==> src/rtl/lif_neuron_array.sv <==
// Array of leaky integrate-and-fire neurons sharing one update datapath.
// One update per accepted request; the result appears on out_* one cycle later.
module lif_neuron_array #(
  parameter  int WIDTH     = 16,
  parameter  int N_NEURONS = 8,
  parameter  int REFRAC_W  = 4,
  localparam int NIDX_W    = (N_NEURONS > 1) ? $clog2(N_NEURONS) : 1
) (
  input  logic                clk,
  input  logic                reset,
  input  logic                clear,
  input  logic [WIDTH-1:0]    leak_factor,
  input  logic [WIDTH-1:0]    threshold,
  input  logic [WIDTH-1:0]    reset_potential,
  input  logic [REFRAC_W-1:0] refrac_period,
  input  logic                in_valid,
  output logic                in_ready,
  input  logic [NIDX_W-1:0]   in_idx,
  input  logic [WIDTH-1:0]    in_current,
  output logic                out_valid,
  input  logic                out_ready,
  output logic [NIDX_W-1:0]   out_idx,
  output logic                out_fired,
  output logic [WIDTH-1:0]    out_potential
);

  localparam logic [NIDX_W:0]   N_LIM = N_NEURONS[NIDX_W:0];
  localparam logic [REFRAC_W-1:0] R_ONE = 1;

  logic [WIDTH-1:0]    v_q [N_NEURONS];
  logic [REFRAC_W-1:0] r_q [N_NEURONS];

  logic                accept;
  logic                idx_ok;
  logic [NIDX_W-1:0]   sel;
  logic [WIDTH-1:0]    v_cur;
  logic [REFRAC_W-1:0] r_cur;
  logic [2*WIDTH-1:0]  prod;
  logic [WIDTH-1:0]    leak;
  logic [WIDTH:0]      sum_ext;
  logic [WIDTH-1:0]    sum_sat;
  logic [WIDTH-1:0]    v_nx;
  logic [REFRAC_W-1:0] r_nx;
  logic                fire_nx;
  logic [WIDTH-1:0]    pot_nx;

  assign in_ready = !out_valid || out_ready;
  assign accept   = in_valid && in_ready;
  assign idx_ok   = {1'b0, in_idx} < N_LIM;
  assign sel      = idx_ok ? in_idx : '0;
  assign v_cur    = v_q[sel];
  assign r_cur    = r_q[sel];

  // leak never exceeds v (leak_factor < 2^WIDTH), so the subtraction cannot underflow
  assign prod    = {{WIDTH{1'b0}}, v_cur} * {{WIDTH{1'b0}}, leak_factor};
  assign leak    = prod[2*WIDTH-1:WIDTH];
  assign sum_ext = {1'b0, v_cur} - {1'b0, leak} + {1'b0, in_current};
  assign sum_sat = sum_ext[WIDTH] ? '1 : sum_ext[WIDTH-1:0];

  always_comb begin
    v_nx    = v_cur;
    r_nx    = r_cur;
    fire_nx = 1'b0;
    pot_nx  = '0;
    if (!idx_ok) begin
      pot_nx = '0;
    end else if (r_cur != '0) begin
      r_nx   = r_cur - R_ONE;
      v_nx   = reset_potential;
      pot_nx = reset_potential;
    end else if (sum_sat >= threshold) begin
      fire_nx = 1'b1;
      v_nx    = reset_potential;
      r_nx    = refrac_period;
      pot_nx  = reset_potential;
    end else begin
      v_nx   = sum_sat;
      pot_nx = sum_sat;
    end
  end

  always_ff @(posedge clk or posedge reset) begin
    if (reset) begin
      for (int i = 0; i < N_NEURONS; i++) begin
        v_q[i] <= '0;
        r_q[i] <= '0;
      end
      out_valid     <= 1'b0;
      out_idx       <= '0;
      out_fired     <= 1'b0;
      out_potential <= '0;
    end else if (clear) begin
      // a request arriving together with clear is dropped
      for (int i = 0; i < N_NEURONS; i++) begin
        v_q[i] <= '0;
        r_q[i] <= '0;
      end
      out_valid <= 1'b0;
    end else if (accept) begin
      out_valid     <= 1'b1;
      out_idx       <= in_idx;
      out_fired     <= fire_nx;
      out_potential <= pot_nx;
      if (idx_ok) begin
        v_q[sel] <= v_nx;
        r_q[sel] <= r_nx;
      end
    end else if (out_ready) begin
      out_valid <= 1'b0;
    end
  end

endmodule

==> config.mk <==
export PLATFORM = sky130hd
export DESIGN_NAME = lif_neuron_array
export DESIGN_NICKNAME = d
export VERILOG_FILES = /design/src/rtl/lif_neuron_array.sv
export SDC_FILE = /design/constraint.sdc
export NUM_CORES = 1
export LEC_CHECK = 0
export ABC_CLOCK_PERIOD_IN_PS = 12700
export CORE_AREA = 2 2 177 266
export DETAILED_ROUTE_END_ITERATION = 12
export DIE_AREA = 0 0 179 268
export DONT_BUFFER_PORTS = 1
export GPL_TIMING_DRIVEN = 0
export PLACE_DENSITY_LB_ADDON = 0.25
export SETUP_SLACK_MARGIN = 0.5
export SLEW_MARGIN = 15
export SYNTH_ARGS = -nofsm -noshare
export SYNTH_HDL_FRONTEND = slang
export SYNTH_SLANG_ARGS = --single-unit
==> constraint.sdc <==
create_clock -name clk -period 12.7 [get_ports clk]
set_input_delay 1.27 -clock clk [delete_from_list [all_inputs] [get_ports clk]]
set_output_delay 1.27 -clock clk [all_outputs]
set_load 0.03 [all_outputs]
# ---- Word level (Yosys, flattened, before mapping)
# Cells that the tools add are included.
dict set report op_classes {
  order_cmp 3
  mux 26
  n_reduce_logical 8
  n_eq_ne 0
  div_mod_pow 0
  multipliers 1
  add_sub_neg 3
  shifts 0
  n_bitwise 2
}
# op n
set ops {}
lappend ops {{two-way mux 128 bit} 2}
lappend ops {{bitwise mux 128 bit} 1}
lappend ops {{two-way mux 16 bit} 6}
lappend ops {{two-way mux 32 bit} 2}
lappend ops {{binary-select mux 16 bit (select 3 bit)} 1}
lappend ops {{demux 16 bit (select 3 bit)} 1}
lappend ops {{bitwise mux 32 bit} 1}
lappend ops {{multiplier 16 x 16 -> 32 bit} 1}
lappend ops {{two-way mux 4 bit} 5}
lappend ops {{adder 17 x 16 -> 17 bit} 1}
lappend ops {{subtractor 16 x 16 -> 17 bit} 1}
lappend ops {{greater-or-equal comparator 16 bit} 1}
lappend ops {{binary-select mux 4 bit (select 3 bit)} 1}
lappend ops {{demux 4 bit (select 3 bit)} 1}
lappend ops {{two-way mux 1 bit} 5}
lappend ops {{greater-or-equal comparator 4 bit, second input constant} 1}
lappend ops {{less-than comparator 4 x 1 -> 1 bit, second input constant} 1}
lappend ops {{NOT 3 -> 4 bit} 1}
lappend ops {{nonzero test 4 bit} 1}
lappend ops {{subtractor 4 x 1 -> 4 bit, second input constant} 1}
lappend ops {{nonzero test 3 bit} 1}
lappend ops {{logical AND 1 bit} 2}
lappend ops {{AND reduction 2 bit} 1}
lappend ops {{nonzero test 2 bit} 1}
lappend ops {{3 further kinds} 3}
dict set report word_totals {
  in_bits 76
  elab_cells 63
  latchBits 0
  rom_bits 0
  memories 0
  output_inout_bits 22
  register_bits 181
  ramBits 0
}

# ---- Logic depth before layout (Yosys ltp)
# Gate-level depths: netlist of the first run.
dict set report logic_depth {
  ltp_word 14
  mapped_depth 53
  ltp_nobuf 45
}

# ---- Worst setup path before layout of the first run
# No wires, ideal clock.
dict set report synth_path {
  path_type {in2reg}
  from {input port in_idx[1]}
  to {register v_q[0] (netlist name)}
  required_time_ps 12558
  cell_stages 47
  setup_ps 142
  path_slack_ps -112
  t_arrival_ps 12670
  cell_sequence {buf_4 buf_1 nor2b_1 and2_0 buf_2 a22oi_1 nand4_1 clkbuf_1 nand2_1 fa_1 fa_1 fa_1 fa_1 inv_1 fa_1 inv_1 fa_1 inv_1 [11 not listed] a21o_1 a21oi_1 o211ai_1 a2111oi_2 mux2i_1 or2_1 and3_1 clkbuf_1 inv_1 ha_1 a21o_1 a21o_1 a21oi_1 o21ai_0 a21oi_4 buf_6 mux2i_1 o21ai_1}
}
dict set report synth_via {
  elab_chain_cells 14
  elab_cells_between_ends 23
  cone_classes {add/sub (2); mul (1); order compare (3); mux (14); bitwise (1); reduce/logical (2)}
}
# element line
set synth_rtl {}
lappend synth_rtl {{from (decl)} 18} ;# input logic [NIDX_W-1:0] in_idx,
lappend synth_rtl {{NOT 3 -> 4 bit (not written as such) (*)} {51, 52, 105}}
lappend synth_rtl {{binary-select mux 16 bit (select 3 bit)} 51} ;# assign v_cur = v_q[sel];
lappend synth_rtl {{two-way mux 16 bit (not written as such) (2 in a row)} 51}
lappend synth_rtl {{multiplier 16 x 16 -> 32 bit} 55} ;# assign prod = {{WIDTH{1'b0}}, v_cur} * {{WIDTH{1'b0}}, leak_factor};
lappend synth_rtl {{subtractor 16 x 16 -> 17 bit} 57} ;# assign sum_ext = {1'b0, v_cur} - {1'b0, leak} + {1'b0, in_current};
lappend synth_rtl {{adder 17 x 16 -> 17 bit} 57}
lappend synth_rtl {{two-way mux 16 bit} 58} ;# assign sum_sat = sum_ext[WIDTH] ? '1 : sum_ext[WIDTH-1:0];
lappend synth_rtl {{greater-or-equal comparator 16 bit} 71} ;# end else if (sum_sat >= threshold) begin
lappend synth_rtl {{two-way mux 16 bit} 71}
lappend synth_rtl {{two-way mux 16 bit} 67} ;# end else if (r_cur != '0) begin
lappend synth_rtl {{bitwise mux 128 bit (*)} 105} ;# v_q[sel] <= v_nx;
lappend synth_rtl {{two-way mux 128 bit (*)} 99} ;# end else if (accept) begin
lappend synth_rtl {{two-way mux 128 bit (*)} 92} ;# end else if (clear) begin
lappend synth_rtl {{to (signal, indexed assignment)} 105}
lappend synth_rtl {{to (decl)} 30} ;# logic [WIDTH-1:0] v_q [N_NEURONS];
# Every way passes the cells marked *; elsewhere a longest branch is shown, timed or not. The select of a mux whose other input is x is not followed.
# A chain may end at the register's enable or synchronous reset.

# ---- Worst setup path after layout of the first run
dict set report layout_path {
  from {input port in_idx[2]}
  to {register v_q[68] (netlist name)}
}
# Same word-level chain as after synthesis.

==> qor.yml, run 1 <==
outcome:
  status: "finished, final reports clean"
global_routing:
  grt_max_degree: 114
  track_usage: 0.270
  grt_overflow: 0
  grt_pass1_vias: 16400
  antenna_found_initial: 1
  grt_pass1_wl_um: 96100
logic_synthesis:
  synth_async_sr_flop_share: 1.00
  synth_cell_types: 74
  yosysWarnings: 0
  syn_avg_cell_area_sq_um: 9.19
  syn_area_sq_um: 18100
  synth_fp_nets: 2390
  synth-edff-count: 0
  ys_ff_latch: 181
  yosysSeqAreaShare: 0.250
  syn_inst: 1969
  synthFlopType: "dfrtp_1"
worst_setup_path:
  crit_path_top_delay_cell: "fa_1"
  critical_path_class: "in2reg"
  start_kind: "primary input"
  arrival_ns: 12.48
  cpMostUsedCell: "buf_12"
  max_stage_delay_ns: 0.56
  crit_start: "in_idx[2]"
  cp.required_ns: 12.98
  r2r_start: "v_q[71]"
  reg2reg_slack_ns: 1.33
  worstPathMaxFanout: 9
  cp-end-kind: "flop"
placed_design:
  portBuffers: 0
  placedCellCount: 2558
  dp_hpwl_um: 47300
  post-place-ws_ns: -3.62
  dpl_cell_area_sq_um: 19000
  gp_congestion: 0.960
timing:
  drv_slew: 0
  grt_setup_unrepaired: "true"
  hold_viol: 0
  worst_slew_pin_slew_ns: 1.10
  setup_tns_ns: 0
  fin_crit_sh: 0.961
  period_needed_ns: 12.21
  fin_skew_ns: 0.00879
  slew_headroom: 0.264
  hold_ws_ns: 0.477
  fmax_mhz: 81.9
  setup_viol_count_final: 0
  timing.final.ws_setup_ns: 0.494
finish:
  syn_to_final_growth_pct: 27.7
  multi_input_area_sq_um: 13800
  finalNetCount: 2564
  fin_area_sq_um: 23100
  seq_area_sq_um: 4530
  drive_gt1_frac: 0.235
  n_fill_cell: 4106
  post-route-util: 0.508
  stdcell_count: 2745
power:
  ir_drop_mv: 0.147
  power_mw: 4.82
  p_per_area_nw_per_um2: 209
  p_leak_nw: 10.8
clock_network:
  clk_pin_slew_ns: 0.06
  clockRootBuffer: "clkbuf_16"
  htree_levels: 4
  cts_tree: "built"
  cts.path.max_buffers: 2
  worstSkewPairLatency_ns: 0.45
  clock_sinks: 181
  numCtsBuffers: 17
floorplanning:
  die_area_sq_um: 48000
  core_sq_um: 45500
  die_w_um: 179
  floorplan.initialDensity: 0.398
  io_pins: 98
  die_h_um: 268
  rows: 96
detailed_routing:
  drt_iter0_drc: 1194
  vias_per_cell: 5.77
  drt_wl_total_um: 65200
  dr.pass1.iters: 6
  drc_errors: 0
  vias: 15800
  wl_per_cell_um: 23.8
  ant_nets: 0
hold_path:
  hp-start: "v_q[32]"
  hold_class: "reg2reg"
flow_run:
  drv_cap: 0
## path summary, 6_finish.rpt
| path | endpoint | depth (start not counted) |
|---|---|---|
| setup / recovery | v_q[68] | 53 |
| hold / removal | v_q[32] | 2 |
| setup reg to reg | v_q[68] | 48 |
| hold reg to reg | v_q[32] | 2 |
| max in group asynchronous | v_q[25] | 2 |
| min in group asynchronous | out_potential[2] | 1 |
## area by class of cell
class | count | share of cell area
Buffer | 97 | 0.0356
Tap cell | 588 | 0.0318
Multi-Input combinational cell | 1422 | 0.595
Timing Repair Buffer | 151 | 0.0703
Clock buffer | 22 | 0.0205
Clock inverter | 9 | 0.00547
Inverter | 273 | 0.0450
Sequential cell | 181 | 0.196
Antenna cell | 2 | 0.000217
## power breakdown
part | switching, mW | internal, mW
sequential | 0.0947 | 0.634
combinational | 1.97 | 1.58
clock | 0.227 | 0.323
## layer usage
layer,GRT usage,routed length [um],vias up,share of wire
met2,0.492,34100,677,0.52
met1,0.288,22100,8029,0.34
li1,-,-,6887,-
met3,0.0389,3630,247,0.056
met5,0,0,-,0
met4,0.175,5480,0,0.084
## cells by family after synthesis
family / Yosys count / synth area share
AOI/OAI and AO/OA: 411 / 0.154
and+or+nand+nor: 599 / 0.153
muxes: 35 / 0.0245
xor gates and xnor gates: 28 / 0.0135
DFF: 181 / 0.250
buffers and inverters: 370 / 0.0799
adders and majority gates: 345 / 0.325
## registers in the layout, indices dropped and copies added, names as in the netlist
name,cells
out_valid,1
v_q,128
out_fired,1
out_potential,16
r_q,32
out_idx,3
## cells in the final DEF, fill, tap and decap left out, types with 20 or more instances in the layout
cell,netlist,final
clkbuf_1,77,53
buf_12,0,28
buf_6,3,27
ha_4,0,20
o221ai_2,0,20
clkbuf_16,0,25
a21o_1,23,23
inv_1,273,257
nand2_1,355,342
a21oi_1,64,52
fa_1,209,200
nor2_1,33,25
a22oi_1,33,29
o21ai_1,52,32
o21ai_2,0,52
and2_1,122,116
buf_4,3,103
o21ai_0,80,41
dfrtp_1,181,181
ha_1,136,114
## critical path: cells and delay by family
family	cells	cell delay [ns]
adder cells (fa/ha/maj)	10	4.25
AO/OA/AOI/OAI	17	3.35
buffers and inverters	16	1.80
AND/OR/NAND/NOR	6	0.90
multiplexers	3	0.73
XOR/XNOR	1	0.16
## timing repair
action | CTS | global route
gates resized for setup | 212 | 277
endpoints found under the setup margin | 177 | 176
pin swaps | 53 | 119
hold buffers | 0 | 0
gates cloned | 3 | 9
buffers inserted | 83 | 59
## Yosys cell counts, types with 4 or more instances
master      n  area, sq um
a211oi_1    5         37.5
a21o_1     23          173
a21oi_1    64          320
a221oi_1    9         78.8
a22o_1     19          166
a22oi_1    33          248
a31oi_1     4         25.0
a32oi_1     8         70.1
and2_1    122          763
and3_1      8         50.1
buf_2      10         50.1
clkbuf_1   77          289
dfrtp_1   181         4530
fa_1      209         4180
ha_1      136         1700
inv_1     273         1020
mux2i_1    25          250
mux4_2      6          135
nand2_1   355         1330
nand2b_1    6         37.5
nand3_1    20          100
nand4_1    14         87.6
nor2_1     33          124
nor2b_1     8         50.1
nor3_1     10         50.1
o211ai_1    5         37.5
o21a_1     11         82.6
o21ai_0    80          400
o21ai_1    52          260
o21bai_1    7         52.6
o221ai_1   25          219
o31ai_1    31          233
o31ai_2     9          113
xnor2_1    18          158
xor2_1     10         87.6
Note: power is estimated with default switching activity, not from simulation.
==> run 2: changes to the inputs <==
--- a/config.mk
+++ b/config.mk
@@ -7,6 +7,7 @@
 export LEC_CHECK = 0
 export ABC_CLOCK_PERIOD_IN_PS = 12700
 export CORE_AREA = 2 2 177 266
+export CTS_BUF_LIST = sky130_fd_sc_hd__clkbuf_16
 export DETAILED_ROUTE_END_ITERATION = 12
 export DIE_AREA = 0 0 179 268
 export DONT_BUFFER_PORTS = 1
==> run 2 against run 1 <==
Cell count decreased by 0.22%. Final area decreased by 0.87%. Critical path depth decreased by 1. Hold slack got worse by 0.00087 ns. Maximum frequency increased by 0.21%.
==> qor.yml, run 2 (synthesis results as in run 1) <==
outcome:
  status: "finished, final reports clean"
power:
  p_leak_nw: 10.7  # -0.59%
  ir_drop_mv: 0.147  # -0.25%
  p_per_area_nw_per_um2: 208  # -0.15%
hold_path:
  hp-start: "v_q[16]"
  min_delay_path_depth: 2  # unchanged
  worstHoldEndpoint: "v_q[16]"
  hold_class: "reg2reg"
timing:
  period_needed_ns: 12.18  # -0.0259 ns
  fin_skew_ns: 0.00863  # -0.000165 ns
  fmax_mhz: 82.1  # +0.21%
  hold_viol: 0  # unchanged
  hold_ws_ns: 0.476  # -0.000865 ns
  slew_headroom: 0.256  # -0.00810
  worst_slew_pin_slew_ns: 1.12  # +0.0121 ns
  timing.final.ws_setup_ns: 0.520  # +0.0259 ns
  setup_tns_ns: 0  # unchanged
  setup_viol_count_final: 0  # unchanged
  grt_setup_unrepaired: "true"
  fin_crit_sh: 0.959  # -0.00204
  drv_slew: 0  # unchanged
clock_network:
  cts_tree: "built"
  cts.path.max_buffers: 2  # unchanged
  clk_pin_slew_ns: 0.06  # about the same
  clockRootBuffer: "clkbuf_16"
  clock_sinks: 181  # unchanged
  numCtsBuffers: 17  # unchanged
  htree_levels: 4  # unchanged
  worstSkewPairLatency_ns: 0.45  # about the same
worst_setup_path:
  r2r_cells: 46  # -4.2%
  worstPathMaxFanout: 8  # -1
  cp.required_ns: 13.00  # +0.02 ns
  cpMostUsedCell: "fa_1"
  critical_path_class: "in2reg"
  crit_path_top_delay_cell: "fa_1"
  reg2reg_to: "v_q[118]"
  reg2reg_slack_ns: 1.31  # -0.02 ns
  arrival_ns: 12.48  # about the same
  r2r_start: "v_q[1]"
  cp-end-kind: "flop"
  max_stage_delay_ns: 0.57  # about the same
  start_kind: "primary input"
detailed_routing:
  routed.top_layer: "met4"
  dr.pass1.iters: 5  # -1
  routed-wl-met2_um: 34100  # +0.22%
  ant_nets: 0  # unchanged
  drc_errors: 0  # unchanged
  wl_per_cell_um: 23.7  # -0.26%
  vias: 15700  # -0.69%
  wl_met3_um: 3370  # -7.0%
  vias_per_cell: 5.74  # -0.48%
  drt_iter0_drc: 1171  # -1.9%
  drt-met1-wl_um: 22300  # +1.0%
  drt_wl_total_um: 64900  # -0.48%
finish:
  largest_reg_flops: 128  # unchanged
  finalNetCount: 2558  # -0.23%
  drive_gt1_frac: 0.225  # -0.0105
  mostFrequentLayoutCell: "nand2_1"
  syn_to_final_growth_pct: 26.6
  top_register: "v_q"
  mostFrequentLayoutCells: "343 x nand2_1, 264 x inv_1, 203 x fa_1"
  n_fill_cell: 4120  # +0.34%
  top_regs: "v_q (128), r_q (32), out_potential (16)"
global_routing:
  grt_max_degree: 114  # unchanged
  grt_pass1_vias: 16300  # -0.086%
  antenna_found_initial: 1  # unchanged
  track_usage: 0.270  # about the same
  grt_pass1_wl_um: 96100  # about the same
  grt_overflow: 0  # unchanged
placed_design:
  dp_hpwl_um: 47300  # unchanged
  portBuffers: 0  # unchanged
  gp_congestion: 0.960  # unchanged
  post-place-ws_ns: -3.62  # unchanged
floorplanning:
  rows: 96  # unchanged
  die_h_um: 268  # unchanged
  core_sq_um: 45500  # unchanged
  die_w_um: 179  # unchanged
  io_pins: 98  # unchanged
  die_area_sq_um: 48000  # unchanged
  floorplan.initialDensity: 0.398  # unchanged
flow_run:
  drv_cap: 0  # unchanged
==> run 2: cell types whose count changed in the layout (fill, tap and decap cells not counted), moves of 3 or more <==
| cell | delta |
|---|---|
| buf_4 | -3 |
| o31ai_1 | +3 |
| inv_2 | -4 |
| fa_1 | +3 |
| clkbuf_8 | -3 |
| fa_2 | -3 |
| o21ai_1 | -7 |
| inv_1 | +7 |
| o21ai_0 | +8 |
| o31ai_4 | -5 |
| clkinv_1 | +3 |
==> run 2: how the worst max path moves through the flow <==
stage	startpoint	endpoint	slack, ns	cells past startpoint
global route	in_idx[2]	v_q[118]	0.20	54
CTS	in_idx[2]	v_q[22]	0.47	52
detailed placement	in_idx[2]	v_q[72]	-3.62	46
global placement	in_idx[2]	v_q[70]	-3.57	45
finish	in_idx[1]	v_q[118]	0.52	52
floorplan	in_idx[2]	v_q[0]	0.52	49
==> run 2: timing repair <==
item | 4_1_cts | 5_1_grt
pin swaps | 53 | 103
setup endpoints to repair | 177 | 176
hold buffers | 0 | 0
resized for setup | 212 | 244
cloned | 3 | 8
buffers inserted | 83 | 54
==> run 2: final cells by class <==
class / count / area (sq um) / area share
timing repair buffer: 146 / 1550 / 0.0677
buffer: 97 / 813 / 0.0355
sequential: 181 / 4530 / 0.198
multi-input combinational: 1421 / 13700 / 0.597
tap: 588 / 736 / 0.0321
inverter: 273 / 1040 / 0.0453
clock inverter: 14 / 145 / 0.00633
clock buffer: 17 / 425 / 0.0186
antenna: 2 / 5.00 / 0.000218
==> run 2: routing by layer <==
metal,vias up,global-route usage
met5,-,0
met4,0,0.175
met3,230,0.0374
met2,644,0.491
met1,7988,0.289
li1,6868,-
==> run 2: worst max-delay path, delay by kind of cell <==
family / cells / cell delay, ns
xor+xnor: 1 / 0.10
compound gates: 17 / 3.01
mux: 2 / 0.65
buf+inv: 15 / 1.77
fa+ha+maj: 10 / 4.39
simple gates: 7 / 1.26
==> run 2: through the flow <==
step                      power, mW  std cells  area [sq um]  utilization
after floorplan                2.26       1969         18200            -
after global placement         2.91       2557         18900        0.416
after detailed placement       2.93       2558         19000        0.417
after CTS                      4.18       2675         21300        0.468
after global routing           5.04       2738         22900        0.503
final                          4.77       2739         22900        0.503
==> run 2: power breakdown <==
part | internal [mW] | switching [mW]
Clock | 0.303 | 0.224
Sequential | 0.634 | 0.0947
Combinational | 1.56 | 1.96
Total | 2.49 | 2.28
==> run 3: changes to the inputs <==
--- a/config.mk
+++ b/config.mk
@@ -5,7 +5,7 @@
 export SDC_FILE = /design/constraint.sdc
 export NUM_CORES = 1
 export LEC_CHECK = 0
-export ABC_CLOCK_PERIOD_IN_PS = 12700
+export ABC_CLOCK_PERIOD_IN_PS = 10700
 export CORE_AREA = 2 2 177 266
 export CTS_BUF_LIST = sky130_fd_sc_hd__clkbuf_16
 export DETAILED_ROUTE_END_ITERATION = 12
@@ -13,6 +13,7 @@
 export DONT_BUFFER_PORTS = 1
 export GPL_TIMING_DRIVEN = 0
 export PLACE_DENSITY_LB_ADDON = 0.25
+export RECOVER_POWER = 100
 export SETUP_SLACK_MARGIN = 0.5
 export SLEW_MARGIN = 15
 export SYNTH_ARGS = -nofsm -noshare
==> constraint.sdc (replaced) <==
create_clock -name clk -period 10.7 [get_ports clk]
set_input_delay 1.07 -clock clk [delete_from_list [all_inputs] [get_ports clk]]
set_output_delay 1.07 -clock clk [all_outputs]
set_load 0.03 [all_outputs]
==> run 3 against run 2 <==
The flow now finishes with violations (max-capacitance violations, max-slew violations, negative setup slack). Highest routed layer unchanged. First-iteration DRC count rose by 16%. Wire length rose by 0.21%. Clock skew rose by 0.0020 ns.
==> qor.yml, run 3 (synthesis results as in run 1) <==
clock_network:
  worstSkewPairLatency_ns: 0.45  # about the same
  cts.path.max_buffers: 2  # unchanged
  numCtsBuffers: 17  # unchanged
  hold_buffers: 0  # unchanged
  clockRootBuffer: "clkbuf_16"
  htree_levels: 4  # unchanged
  clk_pin_slew_ns: 0.06  # about the same
  clock_sinks: 181  # unchanged
  cts_tree: "built"
timing:
  hold_ws_ns: 0.479  # +0.00316 ns
  fin_crit_sh: 1.13
  fin_skew_ns: 0.0106  # +0.00200 ns
  drv_slew: 184  # +184
  timing.final.ws_setup_ns: -1.39  # -1.91 ns
  period_needed_ns: 12.09
  slew_headroom: -3.06  # -3.31
  fmax_mhz: 82.7
  setup_viol_count_final: 177  # +177
  hold_viol: 0  # unchanged
  worst_slew_pin_slew_ns: 6.09  # +4.97 ns
  grt_setup_unrepaired: "true"
floorplanning:
  die_h_um: 268  # unchanged
  rows: 96  # unchanged
  io_pins: 98  # unchanged
  die_w_um: 179  # unchanged
  floorplan.initialDensity: 0.398  # unchanged
  core_sq_um: 45500  # unchanged
  die_area_sq_um: 48000  # unchanged
global_routing:
  antenna_found_initial: 0  # -1
  grt_pass1_wl_um: 98600  # +2.6%
  grt_max_degree: 115  # +0.88%
  grt_pass1_vias: 16800  # +3.0%
  track_usage: 0.276  # +0.00644
  grt_overflow: 0  # unchanged
power:
  internal-power_mw: 2.99  # +20%
  p_per_area_nw_per_um2: 251  # +21%
  switching_power_mw: 2.78  # +22%
  power_mw: 5.77  # +21%
  switching_share: 0.482  # +0.00404
  power_frac_seq: 0.151  # -0.002
  ir_drop_mv: 0.263  # +79%
  p_comb_frac: 0.739  # +0.002
  p_leak_nw: 10.8  # +0.21%
  clkPwrFrac: 0.110  # about the same
detailed_routing:
  wl_per_cell_um: 23.7  # about the same
  ant_nets: 0  # unchanged
  vias: 15800  # +0.26%
  vias_per_cell: 5.74  # about the same
  drc_errors: 0  # unchanged
  dr.pass1.iters: 5  # unchanged
  drt_wl_total_um: 65100  # +0.21%
  drt_iter0_drc: 1357  # +16%
outcome:
  status: "finished with violations"
  violations: "max-capacitance violations, max-slew violations, negative setup slack"
finish:
  mostFrequentLayoutCell: "nand2_1"
  largest_reg_flops: 128  # unchanged
  finalNetCount: 2569  # +0.43%
  diodes: 0  # -2
  drive_gt1_frac: 0.217  # -0.00753
  post-route-util: 0.505  # +0.00126
  syn_to_final_growth_pct: 26.9
  top_regs: "v_q (128), r_q (32), out_potential (16)"
  n_fill_cell: 4084  # -0.87%
  mostFrequentLayoutCells: "345 x nand2_1, 263 x inv_1, 201 x fa_1"
  stdcell_count: 2747  # +0.29%
  top_register: "v_q"
worst_setup_path:
  worstPathMaxFanout: 10  # +2
  cp.required_ns: 11.01  # -1.99 ns
  max_stage_delay_ns: 0.58  # about the same
  crit_path_top_delay_cell: "fa_1"
  critical-path-top-delay-family: "adder cells"
  start_kind: "primary input"
  arrival_ns: 12.39  # -0.09 ns
  critical_path_class: "in2reg"
  cp-end-kind: "flop"
  cpMostUsedCell: "fa_1"
  cp_num_buf_inv: 16  # +1
flow_run:
  drv_cap: 2  # +2
placed_design:
  gp_congestion: 0.893  # -6.9%
  placedCellCount: 2558  # unchanged
  portBuffers: 0  # unchanged
  dp_hpwl_um: 45900  # -2.9%
  post-place-ws_ns: -3.94  # -0.318 ns
hold_path:
  hold_class: "reg2reg"
run 3: area by class of cell:
| type | instances | area [sq um] | share of cell area |
|---|---|---|---|
| multi-input cells | 1419 | 13600 | 0.592 |
| flip-flops and latches | 181 | 4530 | 0.197 |
| repair buffers | 159 | 1730 | 0.0752 |
| inverters | 273 | 1030 | 0.0450 |
| plain buffers | 97 | 777 | 0.0338 |
| well taps | 588 | 736 | 0.0320 |
| clock buffers | 17 | 425 | 0.0185 |
| clock inverters | 13 | 145 | 0.00632 |
run 3: final timing paths:
kind                           start         end  slack (ns)  cells past startpoint
max                        in_idx[2]     v_q[84]       -1.39                     53
min                          v_q[83]     v_q[83]        0.48                      2
max reg2reg                  v_q[65]     v_q[84]       -0.78                     48
min reg2reg                  v_q[83]     v_q[83]        0.48                      2
max in group asynchronous      reset     v_q[72]        2.46                      2
min in group asynchronous      reset  out_idx[2]        1.39                      1
run 3: metal layers:
metal / vias to the layer above / global-route usage / wire length (um)
met5: - / 0 / 0
met4: 0 / 0.189 / 5430
met3: 258 / 0.0341 / 3350
met2: 657 / 0.491 / 33400
met1: 7980 / 0.305 / 22900
li1: 6876 / - / -
run 3: stage by stage:
stage	cell area [sq um]	TNS [ns]
after floorplan	18500	-121.55
after global placement	19300	-609.43
after detailed placement	19300	-605.90
after CTS	22300	-189.50
after global routing	23000	-291.50
final	23000	-223.79
run 3: worst min-delay path: stages (launching register included):
cell	delay (ns)
dfrtp_1	0.34
nand2_1	0.06
o21ai_2	0.05
run 3: power groups by stage:
stage | Sequential, mW | Combinational, mW | Clock [mW]
CTS | 0.867 | 3.89 | 0.637
finish | 0.870 | 4.27 | 0.638
detailed placement | 0.878 | 2.80 | 0
global route | 0.875 | 4.54 | 0.663
floorplan | 0.861 | 1.97 | 0
global placement | 0.876 | 2.77 | 0
run 3: repair_timing:
item,CTS,global route
pin swaps,105,96
endpoints found under the setup margin,177,177
gates resized for setup,293,93
buffers inserted,115,33
cloned,10,1
